===== config.mk =====
export PLATFORM = sky130hd
export DESIGN_NAME = cache_fill_fsm
export DESIGN_NICKNAME = d
export VERILOG_FILES = /design/src/rtl/cache_fill_fsm_pkg.sv /design/src/rtl/cache_fill_fsm_fill_counter.sv /design/src/rtl/cache_fill_fsm.sv
export SDC_FILE = /design/constraint.sdc
export NUM_CORES = 1
export LEC_CHECK = 0
export ABC_AREA = 1
export CAP_MARGIN = 30
export CORE_MARGIN = 2
export CORE_UTILIZATION = 37
export DETAILED_ROUTE_END_ITERATION = 16
export PLACE_DENSITY = 0.8
export SLEW_MARGIN = 15
export SYNTH_ARGS = -nofsm -noshare
export SYNTH_HDL_FRONTEND = slang
export SYNTH_HIERARCHICAL = 1
export SYNTH_SLANG_ARGS = --single-unit

===== constraint.sdc =====
create_clock -name i_clk -period 2.05 [get_ports i_clk]
set_clock_uncertainty 0.2 [all_clocks]
set_input_delay 0.205 -clock i_clk [delete_from_list [all_inputs] [get_ports i_clk]]
set_output_delay 0.205 -clock i_clk [all_outputs]
set_load 0.02 [all_outputs]

===== src/rtl/cache_fill_fsm_pkg.sv =====
// rtl/cache_fill_fsm_pkg.sv - shared state encoding and geometry defaults for the cache fill engine
package cache_fill_fsm_pkg;

  typedef enum logic {
    ST_IDLE = 1'b0,
    ST_FILL = 1'b1
  } state_t;

  localparam int DEF_BLOCK_WORDS = 8;
  localparam int DEF_ADDR_W      = 16;
  localparam int DEF_DATA_W      = 16;

  // Word-offset width inside a block; the byte-offset mask is one bit wider.
  function automatic int off_width(input int block_words);
    return $clog2(block_words);
  endfunction

endpackage


===== src/rtl/cache_fill_fsm_fill_counter.sv =====
// rtl/cache_fill_fsm_fill_counter.sv - up-counter with synchronous clear and count enable
module cache_fill_fsm_fill_counter #(
  parameter int W = 4
) (
  input  logic         i_clk,
  input  logic         i_rst,
  input  logic         i_clr,
  input  logic         i_en,
  output logic [W-1:0] o_count
);

  logic [W-1:0] r_count;

  always_ff @(posedge i_clk) begin
    if (i_rst || i_clr) begin
      r_count <= '0;
    end else if (i_en) begin
      r_count <= r_count + 1'b1;
    end
  end

  assign o_count = r_count;

endmodule


===== src/rtl/cache_fill_fsm.sv =====
// rtl/cache_fill_fsm.sv - cache miss fill engine: fetches a block word by word, writes data then tag
module cache_fill_fsm
  import cache_fill_fsm_pkg::*;
#(
  parameter int BLOCK_WORDS = DEF_BLOCK_WORDS,
  parameter int ADDR_W      = DEF_ADDR_W,
  parameter int DATA_W      = DEF_DATA_W,
  parameter int OFF_W       = off_width(BLOCK_WORDS)
) (
  input  logic              i_clk,
  input  logic              i_rst,
  input  logic              i_miss_detected,
  input  logic [ADDR_W-1:0] i_miss_address,
  output logic              o_fsm_busy,
  output logic              o_mem_req,
  output logic [ADDR_W-1:0] o_mem_addr,
  input  logic [DATA_W-1:0] i_mem_data,
  input  logic              i_mem_data_valid,
  output logic              o_write_data_array,
  output logic [OFF_W-1:0]  o_fill_word_offset,
  output logic [DATA_W-1:0] o_fill_data,
  output logic              o_write_tag_array
);

  localparam int CNT_W = OFF_W + 1;
  localparam logic [CNT_W-1:0]  LP_BW        = CNT_W'(BLOCK_WORDS);
  localparam logic [CNT_W-1:0]  LP_LAST      = CNT_W'(BLOCK_WORDS - 1);
  localparam logic [ADDR_W-1:0] LP_BASE_MASK = ~ADDR_W'(2 * BLOCK_WORDS - 1);

  state_t            r_state;
  logic [ADDR_W-1:0] r_base;
  logic [CNT_W-1:0]  w_req_cnt;
  logic [CNT_W-1:0]  w_rcv_cnt;
  logic              w_fill;
  logic              w_accept;
  logic              w_mem_req;
  logic              w_wr;
  logic              w_last;
  logic [ADDR_W-1:0] w_req_byte_off;

  assign w_fill    = (r_state == ST_FILL);
  assign w_accept  = !w_fill && i_miss_detected;
  assign w_mem_req = w_fill && (w_req_cnt < LP_BW);
  assign w_wr      = w_fill && i_mem_data_valid && (w_rcv_cnt < LP_BW);
  assign w_last    = w_wr && (w_rcv_cnt == LP_LAST);

  // Base is block aligned, so adding the word offset never carries out of the block.
  assign w_req_byte_off = ADDR_W'({w_req_cnt[OFF_W-1:0], 1'b0});

  cache_fill_fsm_fill_counter #(.W(CNT_W)) u_req_cnt (
    .i_clk   (i_clk),
    .i_rst   (i_rst),
    .i_clr   (w_accept),
    .i_en    (w_mem_req),
    .o_count (w_req_cnt)
  );

  cache_fill_fsm_fill_counter #(.W(CNT_W)) u_rcv_cnt (
    .i_clk   (i_clk),
    .i_rst   (i_rst),
    .i_clr   (w_accept),
    .i_en    (w_wr),
    .o_count (w_rcv_cnt)
  );

  always_ff @(posedge i_clk) begin
    if (i_rst) begin
      r_state <= ST_IDLE;
      r_base  <= '0;
    end else begin
      case (r_state)
        ST_IDLE: begin
          if (i_miss_detected) begin
            r_base  <= i_miss_address & LP_BASE_MASK;
            r_state <= ST_FILL;
          end
        end
        ST_FILL: begin
          if (w_last) begin
            r_state <= ST_IDLE;
          end
        end
        default: r_state <= ST_IDLE;
      endcase
    end
  end

  assign o_fsm_busy         = w_fill || w_accept;
  assign o_mem_req          = w_mem_req;
  assign o_mem_addr         = w_mem_req ? (r_base + w_req_byte_off) : '0;
  assign o_write_data_array = w_wr;
  assign o_fill_word_offset = w_wr ? w_rcv_cnt[OFF_W-1:0] : '0;
  assign o_fill_data        = w_wr ? i_mem_data : '0;
  assign o_write_tag_array  = w_last;

endmodule


==> results by group, run 1 <==
Floorplanning
  – Core Rows: 20
  – Initial Util: just under 40%
  – Core area: 3100 um2
  – Die area: 3800 um2
  – Die Ht: 61.6 um
  – Die width: between 60 and 70 um
  – # IOs: 75

Route
  – Final ANT Viol Nets: 0
  – Via density: between 4 and 5
  – DRT Pass-1 Iters: 4
  – Residual DRC: 0
  – Total vias in the final route: 1341
  – Initial DRC count: between 60 and 70
  – Drt total wl: approximately 3000 um
  – Wire length per cell: ~9 um

Cells and area
  – Ant. Diodes: 0
  – Fin nets: 320
  – Layout cell share with drive strength beyond 1: about 7.8%
  – Cell area after layout: approximately 2000 um2
  – # fillers: ~330
  – Layout area overhead: 59.6%
  – Finished Layout Cells: about 330
  – Area of the multi-input gates: about 550 um2
  – Register area: about 420 um2

Pwr
  – Leak: 0.00110 uW
  – Pwr Density: ~460 nW/um2
  – Power Total: 901 uW
  – Worst vdd ir: between 400 and 500 uV

Synth
  – Post-synthesis sequential element count: 21
  – Largest family of logic cells by synthesized area: simple AND/OR/NAND/NOR gates
  – Commonest cells post-synth: 70 x nor2_1, 52 x inv_1, 22 x nand2_1, 21 x dfxtp_1, 16 x nand3_1
  – Top post-synthesis cells by area: dfxtp_1 34%, nor2_1 21%, inv_1 16%, nand2_1 6.7%, nand3_1 6.5%
  – Post-synth top area share: ~34%
  – Post-synthesis simple-gate area fraction: 40.1%
  – Synth area leader: dfxtp_1
  – Synth Area in Adders: slightly above 2%
  – Ys Warns: 6
  – Avg Inst Size Synth: approximately 6 um2
  – Syn Nets: around 250
  – Synth Instances: about 210
  – Post-Syn Area: 1230 um2
  – Dominant cell by count in the synthesized netlist: nor2_1
  – XOR/XNOR Fraction of Synth Area: 0%
  – Top_reg_cell synth: dfxtp_1
  – Post-synthesis mux area share: 0%
  – Post-synth EDFFs: 0
  – Synth Area in Compound Gates: about 2.4%
  – Synth async-reset ratio: 0%
  – Count of cell types in the netlist: 17
  – Register area share after synthesis: between 30% and 40%

Worst setup path
  – Critical path required time: between 1.5 and 2 ns
  – Kind of critical path: reg2out
  – Worst endpoint data arrival time: about 1.5 ns
  – R2r endpoint: u_rcv_cnt/o_count[3]$_SDFFE_PP0P_
  – Crit start category: flop
  – Crit. Startpoint: r_state$_SDFF_PP0_
  – Reg2reg path depth: 9
  – R2R Path Start: r_state$_SDFF_PP0_
  – CP endpoint kind: primary output
  – Reg-to-reg setup timing slack: approximately 0.44 ns
  – CP max FO: 18

Timing
  – Period Utilization, post-route: between 90% and 100%
  – Unrepaired setup endpoints after global routing: false
  – Final setup fails: 0
  – Final min period: 1.91 ns
  – Slew Limit Fails: 0
  – Top achievable clock speed: approximately 520 MHz
  – Fin. Hold Viols: 0

Clock network
  – Post-CTS Setup Bufs: 0
  – Clock Tree Root: clkbuf_4
  – CTS Buf Count: 3
  – H-Tree Level Count: 1
  – CTS tree: done
  – Worst skew pair latency: 0.30 ns
  – Sink Count: 21
  – Clock transition at the registers of the reported paths: 0.12 ns
  – CTS Buffer Depth: 2
  – CTS Hold Buffers Added: 0

Placed design
  – Dpl hpwl: about 2400 um
  – # port buffers: 69
  – Post-Place Cell Area: 1980 um2
  – Gpl congestion: about 0.73
  – Placed cell count: around 320

GRT
  – First-pass GRT wire length: 4770 um
  – Grt ovf: 0
  – Vias in the first global route: between 1000 and 1500
  – Met2 Use GR: 31.7%
  – Initial antenna violation count: 0
  – GRT busiest layer: met2
  – Met3 global-route usage: around 4.4%
  – Met1 GRT Util: a little under a fifth
  – Gr usage total: between 15 and 20%
  – Largest net degree at the start of global routing: 19

Status
  – Status: finished clean

Hold path
  – Min-Delay Endpoint: r_base[10]$_SDFFE_PP0P_
  – Hold path cells: 2
  – Worst min path class: reg2reg
  – Worst Hold Launch: r_base[10]$_SDFFE_PP0P_

Flow run
  – Maxcap violations: 0
## power by group
group          internal (uW)  total, uW  leakage, uW  switching, uW
combinational            124        256     0.000913            132
sequential               432        448     0.000173           15.4
clock                   72.7        198    0.0000177            125
## worst max path at each step
stage | endpoint | slack (ns)
floorplan | o_mem_addr[10] | 0.42
global route | o_fill_word_offset[1] | 0.01
global placement | o_fill_data[0] | -0.05
detailed placement | o_fill_word_offset[1] | -0.07
finish | o_fill_data[4] | 0.14
CTS | o_mem_addr[15] | 0.11
## cells by family (layout without fill, tap and decap cells)
| kind of cell | Yosys count | in the layout |
|---|---|---|
| AOI/OAI and AO/OA | 6 | 6 |
| adders and majority gates | 2 | 2 |
| other | 1 | 1 |
| buffers and inverters | 62 | 135 |
| and+or+nand+nor | 116 | 116 |
| DFF | 21 | 21 |
## critical path: stages (launching register included)
cell and delay (ns):
dfxtp_1 0.43, nand3_1 0.12, buf_4 0.21, nor2_1 0.09
dlygate4sd2_1 0.34
## per-stage QoR
step           setup slack [ns]  hold slack [ns]  setup TNS, ns  util, %
6_report                  0.144            0.294              0     63.2
5_1_grt                  0.0129            0.310              0     63.2
4_1_cts                   0.114            0.296              0     63.2
3_5_place_dp            -0.0679            0.274         -0.967     63.8
3_3_place_gp            -0.0504            0.263         -0.775     63.8
2_1_floorplan             0.422            0.177              0        -
## layout make-up
type	count	share of cell area, %
clock buffers	3	1.15
well taps	44	2.81
repair buffers	77	35.9
clock inverters	1	0.255
multi-input cells	125	28.1
inverters	54	10.3
flip-flops and latches	21	21.4
## timing repair
action	4_1_cts	5_1_grt
endpoints found under the setup margin	38	0
endpoints found under the hold margin	0	0
resized for setup	38	0
## state kept, by name (all words and copies together) (netlist names)
register / count
r_state: 1
r_base: 12
u_req_cnt/o_count: 4
u_rcv_cnt/o_count: 4
## per-layer routing
metal	vias to the layer above	wire [um]
met5	-	0
met4	0	19
met3	2	131
met2	28	1500
met1	574	1320
li1	737	-
## cell usage in the layout (no fill, tap or decap), types with 2 or more instances in the layout
cell type        instances
nor2_1                  70
inv_1                   52
dlygate4sd2_1           38
clkdlybuf4s50_1         31
nand2_1                 22
dfxtp_1                 21
nand3_1                 16
buf_4                    8
a21oi_1                  4
clkbuf_4                 3
nor2_4                   2
inv_2                    2
nand2_2                  2
and3b_2                  2
o21ai_0                  2
nor2_2                   2
ha_1                     2
Note: power is estimated with default switching activity, not from simulation.
==> run 2, diff against run 1 <==
--- a/config.mk
+++ b/config.mk
@@ -16,3 +16,4 @@
 export SYNTH_HDL_FRONTEND = slang
 export SYNTH_HIERARCHICAL = 1
 export SYNTH_SLANG_ARGS = --single-unit
+export TNS_END_PERCENT = 5
==> results of run 2 <==
No change in the layout: final DEF, timing and power equal those of run 1.
==> run 3, diff against run 2 <==
--- a/config.mk
+++ b/config.mk
@@ -10,6 +10,7 @@
 export CORE_MARGIN = 2
 export CORE_UTILIZATION = 37
 export DETAILED_ROUTE_END_ITERATION = 16
+export GPL_ROUTABILITY_DRIVEN = 0
 export PLACE_DENSITY = 0.8
 export SLEW_MARGIN = 15
 export SYNTH_ARGS = -nofsm -noshare
==> results of run 3 <==
No change in the layout: final DEF, timing and power equal those of run 1.
